`config.mk`:
```
export PLATFORM = sky130hd
export DESIGN_NAME = game_round_ctrl
export DESIGN_NICKNAME = d
export VERILOG_FILES = /design/src/rtl/game_round_ctrl.sv
export SDC_FILE = /design/constraint.sdc
export NUM_CORES = 1
export LEC_CHECK = 0
export CORE_MARGIN = 1
export CORE_UTILIZATION = 40
export DETAILED_ROUTE_END_ITERATION = 10
export PLACE_DENSITY = 0.73
export SLEW_MARGIN = 20
export SYNTH_ARGS = -nofsm -noshare
export SYNTH_HDL_FRONTEND = slang
export SYNTH_SLANG_ARGS = --single-unit
```
`constraint.sdc`:
```
create_clock -name clk -period 2.8 [get_ports clk]
set_input_delay 0.84 -clock clk [delete_from_list [all_inputs] [get_ports clk]]
set_output_delay 0.84 -clock clk [all_outputs]
set_load 0.05 [all_outputs]
```
`src/rtl/game_round_ctrl.sv`:
```
// Round sequencer for the VGA arithmetic game: IDLE/LOAD/PLAY/RESULT/OVER.
// Optional macro GAME_ROUND_CTRL_SPEED_BONUS_EN: fast correct answers score 2.
module game_round_ctrl #(
    parameter int CLK_HZ        = 25_125_000,
    parameter int ROUND_SECS    = 30,
    parameter int MAX_ROUNDS    = 10,
    parameter int LIVES         = 3,
    parameter int RESULT_CYCLES = 12_562_500
) (
    input  logic       clk,
    input  logic       rst,
    input  logic       start,
    input  logic       answer_valid,
    input  logic       answer_correct,
    output logic       new_round,
    output logic [6:0] time_left,
    output logic [7:0] score,
    output logic [2:0] lives,
    output logic [6:0] round_idx,
    output logic       playing,
    output logic       result_ok,
    output logic       result_bad,
    output logic       game_over
);

    localparam int PRE_W = (CLK_HZ > 1) ? $clog2(CLK_HZ) : 1;
    localparam int RES_W = (RESULT_CYCLES > 1) ? $clog2(RESULT_CYCLES) : 1;

    localparam logic [PRE_W-1:0] PRE_LAST   = PRE_W'(CLK_HZ - 1);
    localparam logic [RES_W-1:0] RES_LAST   = RES_W'(RESULT_CYCLES - 1);
    localparam logic [6:0]       SECS       = 7'(ROUND_SECS);
    localparam logic [6:0]       LAST_ROUND = 7'(MAX_ROUNDS);
    localparam logic [2:0]       LIVES_INIT = 3'(LIVES);

    typedef enum logic [2:0] {
        S_IDLE,
        S_LOAD,
        S_PLAY,
        S_RESULT,
        S_OVER
    } state_t;

    state_t           state;
    logic [PRE_W-1:0] pre_cnt;
    logic [RES_W-1:0] res_cnt;
    logic             tick;
    logic             game_done;
    logic [7:0]       score_inc;
    logic [8:0]       score_sum;
    logic [7:0]       score_add;
    logic [2:0]       lives_dec;

    assign tick      = (pre_cnt == PRE_LAST);
    assign game_done = (lives == 3'd0) || (round_idx == LAST_ROUND);

`ifdef GAME_ROUND_CTRL_SPEED_BONUS_EN
    localparam logic [6:0] HALF_SECS = 7'((ROUND_SECS + 1) / 2);
    assign score_inc = (time_left >= HALF_SECS) ? 8'd2 : 8'd1;
`else
    assign score_inc = 8'd1;
`endif

    assign score_sum = {1'b0, score} + {1'b0, score_inc};
    assign score_add = score_sum[8] ? 8'hff : score_sum[7:0];
    assign lives_dec = (lives == 3'd0) ? 3'd0 : lives - 3'd1;

    // The LOAD-state updates are applied on the edge entering LOAD so
    // round_idx/time_left are already valid while new_round is high.
    always_ff @(posedge clk or posedge rst) begin
        if (rst) begin
            state      <= S_IDLE;
            pre_cnt    <= '0;
            res_cnt    <= '0;
            new_round  <= 1'b0;
            time_left  <= '0;
            score      <= '0;
            lives      <= LIVES_INIT;
            round_idx  <= '0;
            playing    <= 1'b0;
            result_ok  <= 1'b0;
            result_bad <= 1'b0;
            game_over  <= 1'b0;
        end else begin
            new_round <= 1'b0;
            unique case (state)
                S_IDLE, S_OVER: begin
                    if (start) begin
                        state     <= S_LOAD;
                        new_round <= 1'b1;
                        game_over <= 1'b0;
                        score     <= '0;
                        lives     <= LIVES_INIT;
                        round_idx <= 7'd1;
                        time_left <= SECS;
                        pre_cnt   <= '0;
                    end else if (state == S_IDLE) begin
                        score     <= '0;
                        lives     <= LIVES_INIT;
                        round_idx <= '0;
                    end
                end
                S_LOAD: begin
                    state   <= S_PLAY;
                    playing <= 1'b1;
                end
                S_PLAY: begin
                    pre_cnt <= tick ? '0 : pre_cnt + PRE_W'(1);
                    if (tick && time_left != 7'd0)
                        time_left <= time_left - 7'd1;
                    // An answer on the final tick wins over the timeout.
                    if (answer_valid) begin
                        state      <= S_RESULT;
                        playing    <= 1'b0;
                        res_cnt    <= '0;
                        result_ok  <= answer_correct;
                        result_bad <= !answer_correct;
                        if (answer_correct)
                            score <= score_add;
                        else
                            lives <= lives_dec;
                    end else if (tick && time_left == 7'd1) begin
                        state      <= S_RESULT;
                        playing    <= 1'b0;
                        res_cnt    <= '0;
                        result_bad <= 1'b1;
                        lives      <= lives_dec;
                    end
                end
                S_RESULT: begin
                    if (res_cnt == RES_LAST) begin
                        result_ok  <= 1'b0;
                        result_bad <= 1'b0;
                        if (game_done) begin
                            state     <= S_OVER;
                            game_over <= 1'b1;
                        end else begin
                            state     <= S_LOAD;
                            new_round <= 1'b1;
                            round_idx <= round_idx + 7'd1;
                            time_left <= SECS;
                            pre_cnt   <= '0;
                        end
                    end else begin
                        res_cnt <= res_cnt + RES_W'(1);
                    end
                end
                default: state <= S_IDLE;
            endcase
        end
    end

endmodule

```
# Word-level counts from Yosys, hierarchy flattened
# Cells that the tools add are included.
# totals
word_cells	116
output_inout_bits	30
register_bits	82
# op_classes
addsub	6
muxes	55
n_eq_ne	19
reduce_logical	24
# op_table
operator	n
$mux W25	4
$pmux W25 S3	1
$mux W24	3
$mux W7	8
$pmux W24 S2	1
$mux W8	5
$mux W3	11
$add A25 B1 Y25 const B	1
$eq A25 B25 Y1 const B	1
$add A24 B1 Y24 const B	1
$eq A24 B24 Y1 const B	1
$pmux W7 S3	1
$reduce_and A4 Y1	5
$ne A2 B2 Y1 const B	8
$pmux W8 S2	1
$pmux W7 S2	1
$mux W1	12
$pmux W3 S4	1
$reduce_and A3 Y1	4
$pmux W1 S2	5
$add A8 B1 Y9 const B	1
$ne A3 B3 Y1 const B	3
$reduce_bool A2 Y1	4
$add A7 B1 Y7 const B	1
17 further kinds	20

# Longest topological paths before layout
# logic_depth
ltp_word	5
mapped_depth	10
depth_no_buf	7

# Worst setup path before layout
# Ideal clock, no wire load.
# synth_timing
path_type	register -> register
startpoint	register round_idx[0]
endpoint	register time_left[6]
setup_slack_ns	0.326
stages_incl_launch_ff	9
t_arrival_ns	2.355
cell_sequence	dfrtp_1 inv_1 ha_1 a31oi_1 a211oi_2 a211oi_4 buf_6 nand3_1 and3_1
# synth_via
elab_chain_cells	4
# synth_rtl
element	line_no	text
from (decl)	19	output logic [6:0] round_idx,
from (signal assigned)	139	round_idx <= round_idx + 7'd1;
$eq A7 B4 Y1	54	assign game_done = (lives == 3'd0) || (round_idx == LAST_ROUND);
$logic_or A1 B1 Y1	54	
$ne A2 B2 Y1 (no source line)	--	
$reduce_and A5 Y1 (no source line)	--	
to (signal assigned)	109	time_left <= time_left - 7'd1;
to (decl)	16	output logic [6:0] time_left,
# No other way between the ends.
# A chain may end at the register's enable or synchronous reset.

# Final worst setup path
# layout_timing
startpoint	register lives[0]
endpoint	output port lives[0]
# layout_rtl
element	line_no	text
from (decl)	18	output logic [2:0] lives,
from (signal assigned)	120	lives <= lives_dec;
from (signal assigned)	126	lives <= lives_dec;
# No word-level cell between the ends.

==> impl_metrics.json <==
{
  "synth_edf_count": 0,
  "final_max_slew_viol_count": 0,
  "ys.flop_type": "dfrtp_1",
  "hold_buffers": 0,
  "overflow": 0,
  "ff2ff_setup_slack_ps": 260,
  "vias": 3853,
  "required_ps": 1960,
  "synthArstFlopShare": 1.00,
  "ys_seq_area_frac": 0.460,
  "place_congestion": 0.837,
  "viasPerCell": 5.76,
  "die_area_um2": 11600,
  "cts_root_buffer": "clkbuf_8",
  "finalCriticalPeriod_ps": 2630,
  "endpoint_kind": "primary output",
  "worst_pin_slew_ps": 805,
  "yosys_warnings": 0,
  "syn_avg_cell_area_um2": 9.08,
  "fmax_mhz": 381,
  "leakagePower_nw": 2.14,
  "diodes": 0,
  "crit_path_start_kind": "register",
  "drt_iter0_drc": 221,
  "initial_core_util": 0.412,
  "hold_ws_ps": 467,
  "syn_inst": 492,
  "grt_max_degree": 34,
  "routedWlPerCell_um": 14.8,
  "synth_fp_nets": 504,
  "numPortBuffers": 34,
  "num_rows": 38,
  "status": "completed",
  "first_global_vias": 3582,
  "clock-sinks": 82,
  "clockBufferDepth": 2,
  "yosys.cell_types.count": 59,
  "finalHoldViolations": 0,
  "ant_nets": 0,
  "skew_ps": 16.1,
  "powerDensity_nw_per_um2": 703,
  "ioPinCount": 35,
  "wl_mm": 9.89,
  "routed.top_layer": "met4",
  "worstSkewPairLatency_ps": 360,
  "clkTransAtPathRegs_ps": 90,
  "period_share": 0.938,
  "slowest_stage": "clkdlybuf4s50_1",
  "fp.dieW_um": 108,
  "wl_met1_mm": 4.64,
  "cp_top_family": "buffers and inverters",
  "hold_path_depth": 1,
  "grt_usage": 0.183,
  "core_area_um2": 10800,
  "fillers": 1040,
  "cts_buffers": 9,
  "critPathMaxStageDelay_ps": 820,
  "grt_pass1_wl_mm": 17.0,
  "ir_drop_v": 0.000467,
  "wl_met2_mm": 4.71,
  "reg2reg_to": "time_left[4]",
  "cp_cell_sequence": "clkdlybuf4s50_1",
  "wl_met3_um": 393,
  "cts_max_level": 3,
  "dp_hpwl_mm": 6.81,
  "drcViolationCount": 0,
  "dieHeight_um": 108,
  "cp_max_fo": 7,
  "final_core_util": 0.481,
  "r2r-start": "res_cnt[0]",
  "r2r_cells": 8,
  "min_from": "pre_cnt[22]",
  "hold_end": "pre_cnt[22]",
  "cts_tree": "yes",
  "maxCapViolations": 0,
  "crit_type": "register to primary output",
  "fin_setup_tns_ps": 0,
  "post_cts_buffers": 0,
  "drive_gt1_frac": 0.0813,
  "grt_antenna_before_repair": 0,
  "hp-class": "register to register",
  "first_pass_iters": 5,
  "ctsResizeCount": 0,
  "setup_viol": 0,
  "max-slew-margin-rel": 0.459,
  "cp.buffers_inverters": 1,
  "rsz0062_at_grt": "no",
  "syn_area_um2": 4470,
  "area_growth_pct": 16.8,
  "arrival_ps": 1790,
  "ys_ff_latch": 82,
  "nNetsFinal": 536
}
-- state kept, by name, indices dropped and copies added, names as in the netlist --
register,flops
pre_cnt,25
res_cnt,24
score,8
round_idx,7
time_left,7
lives,3
state,3
game_over,1
new_round,1
playing,1
result_bad,1
result_ok,1
-- metal layers --
layer / GRT usage / vias to the layer above
met5: 0 / -
met4: 0.0597 / 0
met3: 0.0351 / 14
met2: 0.295 / 90
met1: 0.246 / 1867
li1: - / 1882
-- cell type report --
class,instances,area (um^2),area share
multi-input cells,374,2240,0.430
clock buffers,9,124,0.0238
repair buffers,46,455,0.0874
flip-flops and latches,82,2050,0.394
clock inverters,7,118,0.0226
inverters,11,45.0,0.00864
well taps,140,175,0.0336
-- cell families (layout without fill, tap and decap cells) --
group                      after synthesis  after routing  share of synthesized area
and+or+nand+nor                        202            202                      0.245
AOI/OAI and AO/OA                      150            150                      0.208
muxes                                    1              1                    0.00224
DFF                                     82             82                      0.460
xor gates and xnor gates                14             14                     0.0275
adders and majority gates                7              7                     0.0196
buffers and inverters                   36             73                     0.0378
-- cell usage after synthesis (all sizes together) (2+ instances only) --
cell | instances | share of area
a22o | 4 | 0.0078
o31ai | 13 | 0.022
dfstp | 2 | 0.012
dfrtp | 80 | 0.45
o41ai | 3 | 0.0059
nand3 | 31 | 0.036
xnor2 | 2 | 0.0039
and4 | 3 | 0.0059
xor2 | 12 | 0.024
and2 | 11 | 0.015
nor4b | 3 | 0.0059
a21oi | 32 | 0.038
nor4 | 6 | 0.0084
a311oi | 3 | 0.0059
nor2b | 4 | 0.0056
nor3 | 14 | 0.019
nor2 | 36 | 0.030
a211oi | 4 | 0.011
buf | 11 | 0.017
or3 | 2 | 0.0028
o21a | 2 | 0.0050
ha | 7 | 0.020
a31oi | 13 | 0.018
and3 | 23 | 0.032
nand2 | 36 | 0.030
nand2b | 5 | 0.0070
o21ai | 68 | 0.079
nand3b | 2 | 0.0034
nand4 | 19 | 0.030
nor3b | 2 | 0.0034
clkbuf | 14 | 0.012
inv | 11 | 0.0092
-- worst max path at each step --
stage,from,to,slack (ps),cells past startpoint
after floorplan,round_idx[0],time_left[6],330,8
after global placement,start,time_left[4],190,8
after detailed placement,start,time_left[4],140,8
after CTS,lives[0],lives[0],160,1
after global routing,lives[0],lives[0],120,1
final,lives[0],lives[0],170,1
-- report_power, final --
part | internal [W] | total [W] | switching, W
logic | 0.000341 | 0.000868 | 0.000527
registers | 0.00145 | 0.00176 | 0.000314
clock network | 0.000592 | 0.00104 | 0.000444
total | 0.00238 | 0.00366 | 0.00129
-- cells in the final DEF, fill, tap and decap left out, types with 3 or more instances in the layout --
master           Yosys  routed
nor2_1              36      36
clkbuf_8             0       9
buf_4                1      10
nand3_1             30      30
xor2_1              12      12
nor3_1              12      12
nand4_1             18      18
o31ai_1             13      13
o21ai_1              4       4
nand2_1             36      36
nor2b_1              4       4
and3_1              23      23
a31oi_1             13      13
a21oi_1             31      31
nor4b_1              3       3
nor4_1               6       6
bufinv_16            0       3
inv_1               11      10
and4_1               3       3
dfrtp_1             80      80
clkdlybuf4s50_1      0      34
a311oi_1             3       3
a22o_1               4       4
ha_1                 7       7
nand2b_1             5       5
and2_1              11      11
o41ai_1              3       3
o21ai_0             63      63
-- metrics by stage --
step | setup WS, ps | total power (W) | instances | area, um^2
floorplan | 326 | 0.00233 | 492 | 4470
global placement | 189 | 0.00261 | 653 | 4970
detailed placement | 141 | 0.00265 | 653 | 4970
CTS | 158 | 0.00369 | 669 | 5210
global route | 119 | 0.00387 | 669 | 5210
finish | 175 | 0.00366 | 669 | 5210
Note: power is estimated with default switching activity, not from simulation.
